## config.mk

```make
export PLATFORM = sky130hd
export DESIGN_NAME = mips_write_buffer_flat
export DESIGN_NICKNAME = d
export VERILOG_FILES = /design/src/rtl/mips_wbuf_pkg.sv /design/src/rtl/mips_write_buffer_if.sv /design/src/rtl/mips_wbuf_fifo.sv /design/src/rtl/mips_write_buffer.sv /design/src/flat_wrapper.sv
export SDC_FILE = /design/constraint.sdc
export NUM_CORES = 1
export LEC_CHECK = 0
export BUFFER_PORTS_ARGS = -buffer_cell sky130_fd_sc_hd__buf_2
export CAP_MARGIN = 20
export CORE_MARGIN = 5
export CORE_UTILIZATION = 40
export CTS_CLUSTER_SIZE = 28
export DETAILED_ROUTE_END_ITERATION = 10
export PLACE_DENSITY = 0.66
export SYNTH_ARGS = -nofsm -noshare
export SYNTH_HDL_FRONTEND = slang
export SYNTH_HIERARCHICAL = 1
export SYNTH_SLANG_ARGS = --single-unit
```

## constraint.sdc

```tcl
create_clock -name clk -period 7.2 [get_ports clk]
set_input_delay 0.36 -clock clk [delete_from_list [all_inputs] [get_ports clk]]
set_output_delay 0.36 -clock clk [all_outputs]
set_load 0.02 [all_outputs]
```

## src/rtl/mips_wbuf_pkg.sv

```systemverilog
// Shared widths, FSM state and entry types for the MIPS posted-write buffer.
package mips_wbuf_pkg;

  localparam int unsigned ADDR_W = 32;
  localparam int unsigned DATA_W = 32;
  localparam int unsigned BE_W   = DATA_W / 8;

  typedef enum logic [1:0] {
    IDLE     = 2'd0,
    WR_ISSUE = 2'd1,
    RD_WAIT  = 2'd2,
    RD_ISSUE = 2'd3
  } wbuf_state_t;

  typedef struct packed {
    logic [ADDR_W-1:0] addr;
    logic [DATA_W-1:0] data;
    logic [BE_W-1:0]   be;
  } wbuf_entry_t;

  // Two byte addresses fall in the same 32-bit word.
  function automatic logic word_match(input logic [ADDR_W-1:0] a, input logic [ADDR_W-1:0] b);
    return a[ADDR_W-1:2] == b[ADDR_W-1:2];
  endfunction

endpackage

```

## src/rtl/mips_write_buffer_if.sv

```systemverilog
// Avalon-style word bus used on both the CPU side and the memory side of the buffer.
interface mips_write_buffer_if;
  import mips_wbuf_pkg::*;

  logic [ADDR_W-1:0] address;
  logic              read;
  logic              write;
  logic [DATA_W-1:0] writedata;
  logic [BE_W-1:0]   byteenable;
  logic              waitrequest;
  logic [DATA_W-1:0] readdata;

  modport master (
    output address, read, write, writedata, byteenable,
    input  waitrequest, readdata
  );

  modport slave (
    input  address, read, write, writedata, byteenable,
    output waitrequest, readdata
  );

endinterface

```

## src/rtl/mips_wbuf_fifo.sv

```systemverilog
// Circular store queue for the write buffer.
// Build option: MIPS_WBUF_FORWARD_EN exposes every entry, oldest first, for forwarding.
module mips_wbuf_fifo
  import mips_wbuf_pkg::*;
#(
  parameter  int unsigned DEPTH = 4,
  localparam int unsigned PTR_W = $clog2(DEPTH),
  localparam int unsigned CNT_W = $clog2(DEPTH + 1)
) (
  input  logic             clk,
  input  logic             reset,
  input  logic             push,
  input  logic             pop,
  input  wbuf_entry_t      push_entry,
  output wbuf_entry_t      head,
  output wbuf_entry_t      head_next,
  output logic [CNT_W-1:0] count,
  output logic             full,
  output logic             empty
`ifdef MIPS_WBUF_FORWARD_EN
  ,
  output wbuf_entry_t [DEPTH-1:0] ordered,
  output logic [DEPTH-1:0]        valid
`endif
);

  wbuf_entry_t      mem_q [DEPTH];
  logic [PTR_W-1:0] wr_ptr_q;
  logic [PTR_W-1:0] rd_ptr_q;
  logic [CNT_W-1:0] count_q;

  // Pointers wrap naturally because DEPTH is a power of two.
  always_ff @(posedge clk or posedge reset) begin
    if (reset) begin
      wr_ptr_q <= '0;
      rd_ptr_q <= '0;
      count_q  <= '0;
    end else begin
      if (push) wr_ptr_q <= wr_ptr_q + PTR_W'(1);
      if (pop)  rd_ptr_q <= rd_ptr_q + PTR_W'(1);
      count_q <= count_q + CNT_W'(push) - CNT_W'(pop);
    end
  end

  // Payload storage needs no reset; the count alone decides validity.
  always_ff @(posedge clk) begin
    if (push) mem_q[wr_ptr_q] <= push_entry;
  end

  assign head      = mem_q[rd_ptr_q];
  assign head_next = mem_q[rd_ptr_q + PTR_W'(1)];
  assign count     = count_q;
  assign full      = (count_q == CNT_W'(DEPTH));
  assign empty     = (count_q == '0);

`ifdef MIPS_WBUF_FORWARD_EN
  always_comb begin
    for (int i = 0; i < DEPTH; i++) begin
      ordered[i] = mem_q[rd_ptr_q + PTR_W'(i)];
      valid[i]   = (CNT_W'(i) < count_q);
    end
  end
`endif

endmodule

```

## src/rtl/mips_write_buffer.sv

```systemverilog
// Posted-write buffer: CPU stores are queued and drained in order; reads wait behind them.
// Build option: MIPS_WBUF_FORWARD_EN returns data from a queued full-word store.
module mips_write_buffer
  import mips_wbuf_pkg::*;
#(
  parameter int unsigned DEPTH = 4
) (
  input  logic                clk,
  input  logic                reset,
  mips_write_buffer_if.slave  cpu,
  mips_write_buffer_if.master mem,
  output logic                wb_empty
);

  localparam int unsigned CNT_W = $clog2(DEPTH + 1);

  wbuf_state_t       state_q;
  wbuf_entry_t       cpu_entry;
  wbuf_entry_t       head;
  wbuf_entry_t       head_next;
  wbuf_entry_t       issue_entry;
  logic [CNT_W-1:0]  count;
  logic              full;
  logic              empty;
  logic              push;
  logic              pop;
  logic              avail;
  logic              more_writes;
  logic              fwd_hit;
  logic [DATA_W-1:0] fwd_data;
  logic              stall_c;

  logic [ADDR_W-1:0] addr_q;
  logic [DATA_W-1:0] wdata_q;
  logic [BE_W-1:0]   be_q;
  logic              read_q;
  logic              write_q;
  logic [DATA_W-1:0] rd_data_q;

  assign cpu_entry = '{addr: cpu.address, data: cpu.writedata, be: cpu.byteenable};
  assign push      = cpu.write && !full;
  assign pop       = (state_q == WR_ISSUE) && !mem.waitrequest;

`ifdef MIPS_WBUF_FORWARD_EN
  wbuf_entry_t [DEPTH-1:0] fwd_entries;
  logic [DEPTH-1:0]        fwd_valid;
`endif

  mips_wbuf_fifo #(.DEPTH(DEPTH)) u_fifo (
    .clk        (clk),
    .reset      (reset),
    .push       (push),
    .pop        (pop),
    .push_entry (cpu_entry),
    .head       (head),
    .head_next  (head_next),
    .count      (count),
    .full       (full),
    .empty      (empty)
`ifdef MIPS_WBUF_FORWARD_EN
    ,
    .ordered    (fwd_entries),
    .valid      (fwd_valid)
`endif
  );

  // Next store to present on the bus; a store pushed into an empty queue goes out directly.
  always_comb begin
    avail       = (count > CNT_W'(state_q == WR_ISSUE));
    issue_entry = cpu_entry;
    if (avail) issue_entry = (state_q == WR_ISSUE) ? head_next : head;
    more_writes = avail || push;
  end

`ifdef MIPS_WBUF_FORWARD_EN
  // The queue leaves IDLE on the push cycle, so the match also runs while draining.
  always_comb begin
    fwd_hit  = 1'b0;
    fwd_data = '0;
    if (cpu.read && (state_q == IDLE || state_q == WR_ISSUE)) begin
      for (int i = 0; i < DEPTH; i++) begin
        if (fwd_valid[i] && word_match(fwd_entries[i].addr, cpu.address)) begin
          fwd_hit  = &fwd_entries[i].be;
          fwd_data = fwd_entries[i].data;
        end
      end
    end
  end
`else
  assign fwd_hit  = 1'b0;
  assign fwd_data = '0;
`endif

  always_comb begin
    stall_c = 1'b0;
    if (cpu.write)     stall_c = full;
    else if (cpu.read) stall_c = (state_q != RD_WAIT) && !fwd_hit;
  end

  assign cpu.waitrequest = stall_c;
  assign cpu.readdata    = fwd_hit ? fwd_data : rd_data_q;

  // Drain FSM with registered memory-side strobes and payload.
  always_ff @(posedge clk or posedge reset) begin
    if (reset) begin
      state_q   <= IDLE;
      addr_q    <= '0;
      wdata_q   <= '0;
      be_q      <= '0;
      read_q    <= 1'b0;
      write_q   <= 1'b0;
      rd_data_q <= '0;
    end else begin
      case (state_q)
        IDLE: begin
          if (more_writes) begin
            state_q <= WR_ISSUE;
            write_q <= 1'b1;
            addr_q  <= issue_entry.addr;
            wdata_q <= issue_entry.data;
            be_q    <= issue_entry.be;
          end else if (cpu.read && !fwd_hit) begin
            state_q <= RD_ISSUE;
            read_q  <= 1'b1;
            addr_q  <= cpu.address;
            be_q    <= cpu.byteenable;
          end
        end
        WR_ISSUE: begin
          if (!mem.waitrequest) begin
            if (more_writes) begin
              addr_q  <= issue_entry.addr;
              wdata_q <= issue_entry.data;
              be_q    <= issue_entry.be;
            end else begin
              state_q <= IDLE;
              write_q <= 1'b0;
            end
          end
        end
        RD_ISSUE: begin
          if (!mem.waitrequest) begin
            state_q   <= RD_WAIT;
            read_q    <= 1'b0;
            rd_data_q <= mem.readdata;
          end
        end
        RD_WAIT: state_q <= IDLE;
        default: state_q <= IDLE;
      endcase
    end
  end

  assign mem.address    = addr_q;
  assign mem.writedata  = wdata_q;
  assign mem.byteenable = be_q;
  assign mem.read       = read_q;
  assign mem.write      = write_q;
  assign wb_empty       = empty;

endmodule

```

## src/flat_wrapper.sv

```systemverilog
// flat-port wrapper written by rule: the top's interface ports become plain ports
module mips_write_buffer_flat import mips_wbuf_pkg::*;
#(
  parameter int unsigned DEPTH = 4
)
  (clk, reset, wb_empty, cpu_address, cpu_read, cpu_write, cpu_writedata, cpu_byteenable, cpu_waitrequest, cpu_readdata, mem_address, mem_read, mem_write, mem_writedata, mem_byteenable, mem_waitrequest, mem_readdata);
  mips_write_buffer_if cpu_i ();
  mips_write_buffer_if mem_i ();
  input  logic clk;
  input  logic reset;
  output logic wb_empty;
  input wire logic [$bits(cpu_i.address)-1:0] cpu_address;
  input wire logic [$bits(cpu_i.read)-1:0] cpu_read;
  input wire logic [$bits(cpu_i.write)-1:0] cpu_write;
  input wire logic [$bits(cpu_i.writedata)-1:0] cpu_writedata;
  input wire logic [$bits(cpu_i.byteenable)-1:0] cpu_byteenable;
  output wire logic [$bits(cpu_i.waitrequest)-1:0] cpu_waitrequest;
  output wire logic [$bits(cpu_i.readdata)-1:0] cpu_readdata;
  output wire logic [$bits(mem_i.address)-1:0] mem_address;
  output wire logic [$bits(mem_i.read)-1:0] mem_read;
  output wire logic [$bits(mem_i.write)-1:0] mem_write;
  output wire logic [$bits(mem_i.writedata)-1:0] mem_writedata;
  output wire logic [$bits(mem_i.byteenable)-1:0] mem_byteenable;
  input wire logic [$bits(mem_i.waitrequest)-1:0] mem_waitrequest;
  input wire logic [$bits(mem_i.readdata)-1:0] mem_readdata;
  assign cpu_i.address = cpu_address;
  assign cpu_i.read = cpu_read;
  assign cpu_i.write = cpu_write;
  assign cpu_i.writedata = cpu_writedata;
  assign cpu_i.byteenable = cpu_byteenable;
  assign cpu_waitrequest = cpu_i.waitrequest;
  assign cpu_readdata = cpu_i.readdata;
  assign mem_address = mem_i.address;
  assign mem_read = mem_i.read;
  assign mem_write = mem_i.write;
  assign mem_writedata = mem_i.writedata;
  assign mem_byteenable = mem_i.byteenable;
  assign mem_i.waitrequest = mem_waitrequest;
  assign mem_i.readdata = mem_readdata;
  mips_write_buffer #(.DEPTH(DEPTH)) u_core (.clk(clk), .reset(reset), .cpu(cpu_i), .mem(mem_i), .wb_empty(wb_empty));
endmodule
```

# [Yosys cells after proc, flatten, opt, wreduce, memory -nomap -nowiden]
# Memory sizes are Yosys's and may differ from the RTL's.
# Index checks and enable logic that the tools add are counted.
[totals] register_bits=111 mem_bits_rw=272 in_bits=105 output_inout_bits=104 elab_cells=78 mem_count=1
[memory_table] memory="u_core.u_fifo.mem_q" depth=4 width=68 rd=2 rd_clocked_by_memory_dff=0 write_ports=1 line="mips_wbuf_fifo.sv:27" text="wbuf_entry_t mem_q [DEPTH];"
[op_classes] addsub=4 magnitude_cmp=1 n_eq_ne=13 mux=33 bitwise_logic=1 n_reduce_logical=15
[op_table] cell="two-way mux 32 bit" count=6
[op_table] cell="two-way mux 68 bit" count=2
[op_table] cell="one-hot mux 32 bit (2 select lines)" count=2
[op_table] cell="two-way mux 4 bit" count=4
[op_table] cell="AND reduction 4 bit" count=4
[op_table] cell="!= test 2 bit (second input constant)" count=6
[op_table] cell="two-way mux 1 bit" count=10
[op_table] cell="two-way mux 2 bit" count=5
[op_table] cell="one-hot mux 2 bit (4 select lines)" count=1
[op_table] cell="one-hot mux 4 bit (2 select lines)" count=1
[op_table] cell="adder 2 x 1 -> 2 bit (second input constant)" count=2
[op_table] cell="== test 2 bit (second input constant)" count=2
[op_table] cell="!= test 2 x 1 -> 1 bit (second input constant)" count=2
[op_table] cell="one-hot mux 1 bit (2 select lines)" count=2
[op_table] cell="AND reduction 2 bit" count=2
[op_table] cell="nonzero test 2 bit" count=2
[op_table] cell="adder 3 x 1 -> 3 bit" count=1
[op_table] cell="== test 3 bit (second input constant)" count=1
[op_table] cell="> comparator 3 x 1 -> 1 bit" count=1
[op_table] cell="zero test 3 bit" count=1
[op_table] cell="!= test 3 x 2 -> 1 bit (second input constant)" count=1
[op_table] cell="subtractor 3 x 1 -> 3 bit" count=1
[op_table] cell="== test 2 x 1 -> 1 bit (second input constant)" count=1
[op_table] cell="logical AND 1 bit" count=2
[op_table] cell="4 further kinds" count=5

# [Logic depth before layout (Yosys ltp)]
[logic_depth] depth_word=7 ltp_mapped=13 depth_no_buf=9

# [Cells and area by module]
# Netlist, hierarchy kept.
[by_module_without_submodules] module="mips_wbuf_fifo" instances=1 cells_per_inst=474 area_each_um2=11971.5 seq_area_each_um2=8343.0
[by_module_without_submodules] module="mips_write_buffer" instances=1 cells_per_inst=435 area_each_um2=5690.5 seq_area_each_um2=2602.5

# [Worst setup path after synthesis]
# No wires, ideal clock.
[synth_timing] path_type="reg-to-reg" startpoint="register u_core.u_fifo.count_q[2] (netlist: u_core/u_fifo/count[2])" endpoint="memory u_core/u_fifo/mem_q[0][0] (netlist name) (enable)" setup_time_ps=433 arrival_ps=2545 t_required_ps=6767 path_slack_ps=4222 stages_incl_launch_ff=4 n_path_buf=0 synth_period_minus_slack_ps=2978 cell_sequence="dfrtp_1 > nor3b_1 > and2b_1 > and2_1"
[synth_between] elab_chain_cells=5
[synth_lines] element="from (decl)" line="mips_wbuf_fifo.sv:30" text="logic [CNT_W-1:0] count_q;"
[synth_lines] element="from (signal assigned)" line="mips_wbuf_fifo.sv:41" text="count_q <= count_q + CNT_W'(push) - CNT_W'(pop);"
[synth_lines] element="== test 3 bit" line="mips_wbuf_fifo.sv:53" text="assign full = (count_q == CNT_W'(DEPTH));"
[synth_lines] element="via u_core.full" line="mips_write_buffer.sv:23" text="logic full;"
[synth_lines] element="zero test 1 bit" line="mips_write_buffer.sv:41" text="assign push = cpu.write && !full;"
[synth_lines] element="logical AND 1 bit" line="mips_write_buffer.sv:41"
[synth_lines] element="via u_core.push" line="mips_write_buffer.sv:25" text="logic push;"
[synth_lines] element="two-way mux 1 bit" line="mips_wbuf_fifo.sv:47" text="if (push) mem_q[wr_ptr_q] <= push_entry;"
[synth_lines] element="two-way mux 1 bit (not written as such)" line="mips_wbuf_fifo.sv:47"
[synth_lines] element="to (decl)" line="mips_wbuf_fifo.sv:27"
# The timed path passes the listed nets, and every way through them passes these cells.

# [Worst setup path after layout]
[layout_timing] startpoint="register u_core.state_q[0]" endpoint="register u_core.addr_q[30] (netlist: u_core/mem.address[30])"
[layout_between] elab_chain_cells=6 elab_cells_between_ends=15 cone_classes="order compare (1); eq/ne (4); mux (6); reduce/logical (4)"
[layout_lines] element="from (decl)" line="mips_write_buffer.sv:17" text="wbuf_state_t state_q;"
[layout_lines] element="from (signal assigned)" line="mips_write_buffer.sv:106" text="state_q <= IDLE;"
[layout_lines] element="from (signal assigned)" line="mips_write_buffer.sv:117" text="state_q <= WR_ISSUE;"
[layout_lines] element="from (signal assigned)" line="mips_write_buffer.sv:123" text="state_q <= RD_ISSUE;"
[layout_lines] element="== test 2 x 1 -> 1 bit" line="mips_write_buffer.sv:69, mips_write_buffer.sv:71, mips_write_buffer.sv:114"
[layout_lines] element="> comparator 3 x 1 -> 1 bit / two-way mux 68 bit (equally long branches)" line="mips_write_buffer.sv:69, mips_write_buffer.sv:71"
[layout_lines] element="two-way mux 68 bit" line="mips_write_buffer.sv:71" text="if (avail) issue_entry = (state_q == WR_ISSUE) ? head_next : head;"
[layout_lines] element="two-way mux 32 bit" line="mips_write_buffer.sv:131" text="if (more_writes) begin"
[layout_lines] element="two-way mux 32 bit" line="mips_write_buffer.sv:130" text="if (!mem.waitrequest) begin"
[layout_lines] element="one-hot mux 32 bit (2 select lines)" line="mips_write_buffer.sv:114" text="case (state_q)"
[layout_lines] element="to (signal assigned)" line="mips_write_buffer.sv:119" text="addr_q <= issue_entry.addr;"
[layout_lines] element="to (signal assigned)" line="mips_write_buffer.sv:125" text="addr_q <= cpu.address;"
[layout_lines] element="to (signal assigned)" line="mips_write_buffer.sv:132" text="addr_q <= issue_entry.addr;"
[layout_lines] element="to (decl)" line="mips_write_buffer.sv:33" text="logic [ADDR_W-1:0] addr_q;"
# Several ways; a longest one is shown, not always the timed one. The select of a mux whose other input is x is not followed.
# A chain may end at the register's enable or synchronous reset.

==> impl_results.md <==
- Synth top area share: 46.25%
- CTS Buffer Depth: 3
- Peak supply drop: 0.2687 mV
- Post-synth EDFFs: 272
- Register bit total from synthesis: 383
- Max-slew violations: 0
- Lkg Pwr: 7.795 nW
- Total CTS buffers: 43
- Synth Cell Area: 17,660 sq um
- # rows: 77
- Ys Warns: 6
- Final Core Density: 46.62%
- Port Buffers: 208
- WL/cell: 21.29 um
- Vias per cell: 5.309
- R2r startpoint: u_core/state_q[0]
- GP Congestion: 0.7230
- Layout cell share with drive strength beyond 1: 52.44%
- CTS tree: done
- Place WS: 3.747 ns
- Worst Clk Skew: 0.01056 ns
- Core area: 43,930 sq um
- Status: completed
- CTS HTree Levels: 2
- Reg power frac: 34.6%
- # fillers: 3,732
- Maximum operating frequency: 292.2 MHz
- Post-synth top area cell: edfxtp_1
- Cell count after synthesis: 909
- Total global routing overflow: 0
- Die area: 48,460 sq um
- Latest clock arrival within the worst-skew pair: 0.54 ns
- Post-CTS Resized: 0
- Kind of critical path: flop to flop
- Worst reg-to-reg path cell count: 7
- Vias in the first global route: 10,184
- Min-delay worst type: input pin to flop
- Top cells by area, synth: edfxtp_1, mux4_2, dfrtp_1, mux2_2, mux2_4
- Final Hold Fails: 0
- Initial antenna violation count: 5
- I/O pin total: 209
- Worst slew pin tran: 0.9894 ns
- DRT iter0 DRCs: 416
- Residual DRC: 0
- Critical path arrival: 3.85 ns
- Reg2reg setup slack: 3.78 ns
- Relative slew slack: 34.04%
- Syn Nets: 1,022
- Syn_area_per_cell: 19.43 sq um
- Storage element area: 10,950 sq um
- CP Launch Type: flop
- DIE WIDTH: 220.1 um
- Critical Path Start: u_core/state_q[0]
- WP data required: 7.63 ns
- Clk pwr share: 22.6%
- Overall routing resource usage: 15.60%
- PwrDens: 475.9 nW/um^2
- Final setup fails: 0
- Multi-input gate area: 6120 sq um
- Combinational Power Share: 42.8%
- Synth Flop Type: edfxtp_1
- Final Routed Wirelength: 37,090 um
- DP Wirelength: 21,830 um
- Clock Tree Root: clkbuf_16
- Min cycle time layout: 3.422 ns
- Post-route clock period utilization: 47.53%
- Crit-path max FO: 36
- Vias: 9,249
- Clk sink count: 383
- Sw Ratio: 32.45%
- Final Non-Filler Cells: 1,742
- Clock slew at reported path FFs: 0.06 ns
- Crit end category: flop
- Final worst slack: 3.778 ns
- Worst setup endpoint: u_core/mem.address[30]
- Setup TNS: 0 ns
- Max-cap viol count: 0
- Register area share after synthesis: 61.97%
- Initial Util: 40.20%
- Async S/R FF share, synth: 28.98%
- Largest net degree at the start of global routing: 71
- FF-to-FF End: u_core/mem.address[30]
- RSZ-0062 raised after global routing: no
- Pint: 6.584 mW
- Inst Count DP: 1,660
- Area Overhead vs Synth: 15.95%
- Post-route ant nets: 0
- Yosys cell types: 33
- NumNets Final: 1,228
- Die Height: 220.1 um
- TritonRoute pass-1 iters: 4
- Total power: 9.747 mW
- Switch Pwr: 3.163 mW
- First-pass GRT wire length: 58,880 um
-- state kept, by name, indices dropped and copies added, names as in the netlist --
| register | cells |
|---|---|
| u_core/mem.read | 1 |
| u_core/u_fifo/rd_ptr_q | 2 |
| u_core/u_fifo/wr_ptr_q | 2 |
| u_core/state_q | 2 |
| u_core/u_fifo/mem_q | 272 |
| u_core/mem.write | 1 |
| u_core/cpu.readdata | 32 |
| u_core/u_fifo/count | 3 |
| u_core/mem.writedata | 32 |
| u_core/mem.byteenable | 4 |
| u_core/mem.address | 32 |
-- power groups by stage --
stage / Clock [mW] / Combinational, mW / Sequential (mW)
floorplan: 0 / 3.17 / 3.68
global placement: 0 / 4.19 / 3.38
detailed placement: 0 / 4.26 / 3.42
CTS: 2.27 / 4.28 / 3.38
global route: 2.38 / 4.55 / 3.45
finish: 2.20 / 4.17 / 3.37
-- Yosys cell counts, types with 3 or more instances --
cell type / instances
edfxtp_1: 272
clkbuf_1: 6
xnor2_1: 3
buf_4: 6
and2_1: 4
mux4_2: 136
o21ai_0: 38
mux2_2: 139
mux2i_1: 32
inv_1: 11
ha_1: 7
nor3_1: 4
buf_12: 11
buf_6: 17
mux2_4: 32
buf_2: 22
dfrtp_1: 111
nand2_1: 38
-- routing by layer --
layer	track usage, %	wire (um)	vias to the layer above
met3	3.886	2235	56
met5	0	57	-
li1	-	-	4078
met2	25.57	18130	216
met1	20.90	15930	4891
met4	4.493	729	8
-- worst max-delay path, cell delays in order, from the launching register on --
cell	delay, ns
dfrtp_1	0.44
nor2b_4	0.16
ha_1	0.27
nor2_1	0.26
or2_4	0.72
buf_4	0.76
mux2_2	0.41
mux2_2	0.25
-- per-stage QoR --
step	hold WS (ns)	area [sq um]
after floorplan	0.1634	17660
final	0.04395	20480
after detailed placement	0.3679	19020
after global placement	0.3544	19020
after global routing	0.01032	20480
after CTS	0.0005861	20470
-- logic make-up after synthesis --
group           count (synthesis)  share of synthesized area (%)
flops                         383                          61.97
mux                           340                          30.80
buf+inv                        74                          3.655
simple gates                   55                          1.367
compound gates                 44                          1.346
fa+ha+maj                       8                         0.6092
xor+xnor                        5                         0.2480
-- area by class of cell --
type	instances	share of cell area (%)
multi-input combinational	452	29.88
antenna	2	0.02444
sequential	383	53.48
clock buffer	61	6.146
tap	592	3.617
timing repair buffer	224	5.755
clock inverter	17	0.8798
inverter	11	0.2138
-- worst min-delay path by stage --
| stage | from | end | cells after the start |
|---|---|---|---|
| final | cpu_writedata[6] | u_core/u_fifo/mem_q[2][10] | 1 |
| after CTS | mem_readdata[13] | u_core/cpu.readdata[13] | 2 |
| after global placement | reset | u_core/u_fifo/count[0] | 2 |
| after detailed placement | reset | u_core/u_fifo/count[0] | 2 |
| after global routing | mem_readdata[17] | u_core/cpu.readdata[17] | 2 |
| after floorplan | reset | u_core/u_fifo/count[0] | 1 |
-- cells in the final DEF (no fill, tap or decap), types with 3 or more instances in the layout --
cell       netlist  final
and2_4           0      4
buf_2           22    208
buf_4            6     13
bufinv_16        0      4
clkbuf_1         6     11
clkbuf_16        0     47
clkbuf_8         0      3
clkinv_1         0      6
clkinv_2         0      6
dfrtp_1        111    109
edfxtp_1       272    272
ha_1             7      7
inv_1           11     10
mux2_2         139    139
mux2_4          32     32
mux2i_1         32     32
mux4_2         136    136
nand2_1         38     38
nor3_1           4      4
o21ai_0         38     38
xnor2_1          3      3
-- what timing repair did --
| action | in CTS | in global routing |
|---|---|---|
| hold buffers | 2 | 0 |
| buffers inserted | 0 | 0 |
| endpoints found under the hold margin | 51 | 0 |
No activity file was read; power rests on OpenSTA's default activity.
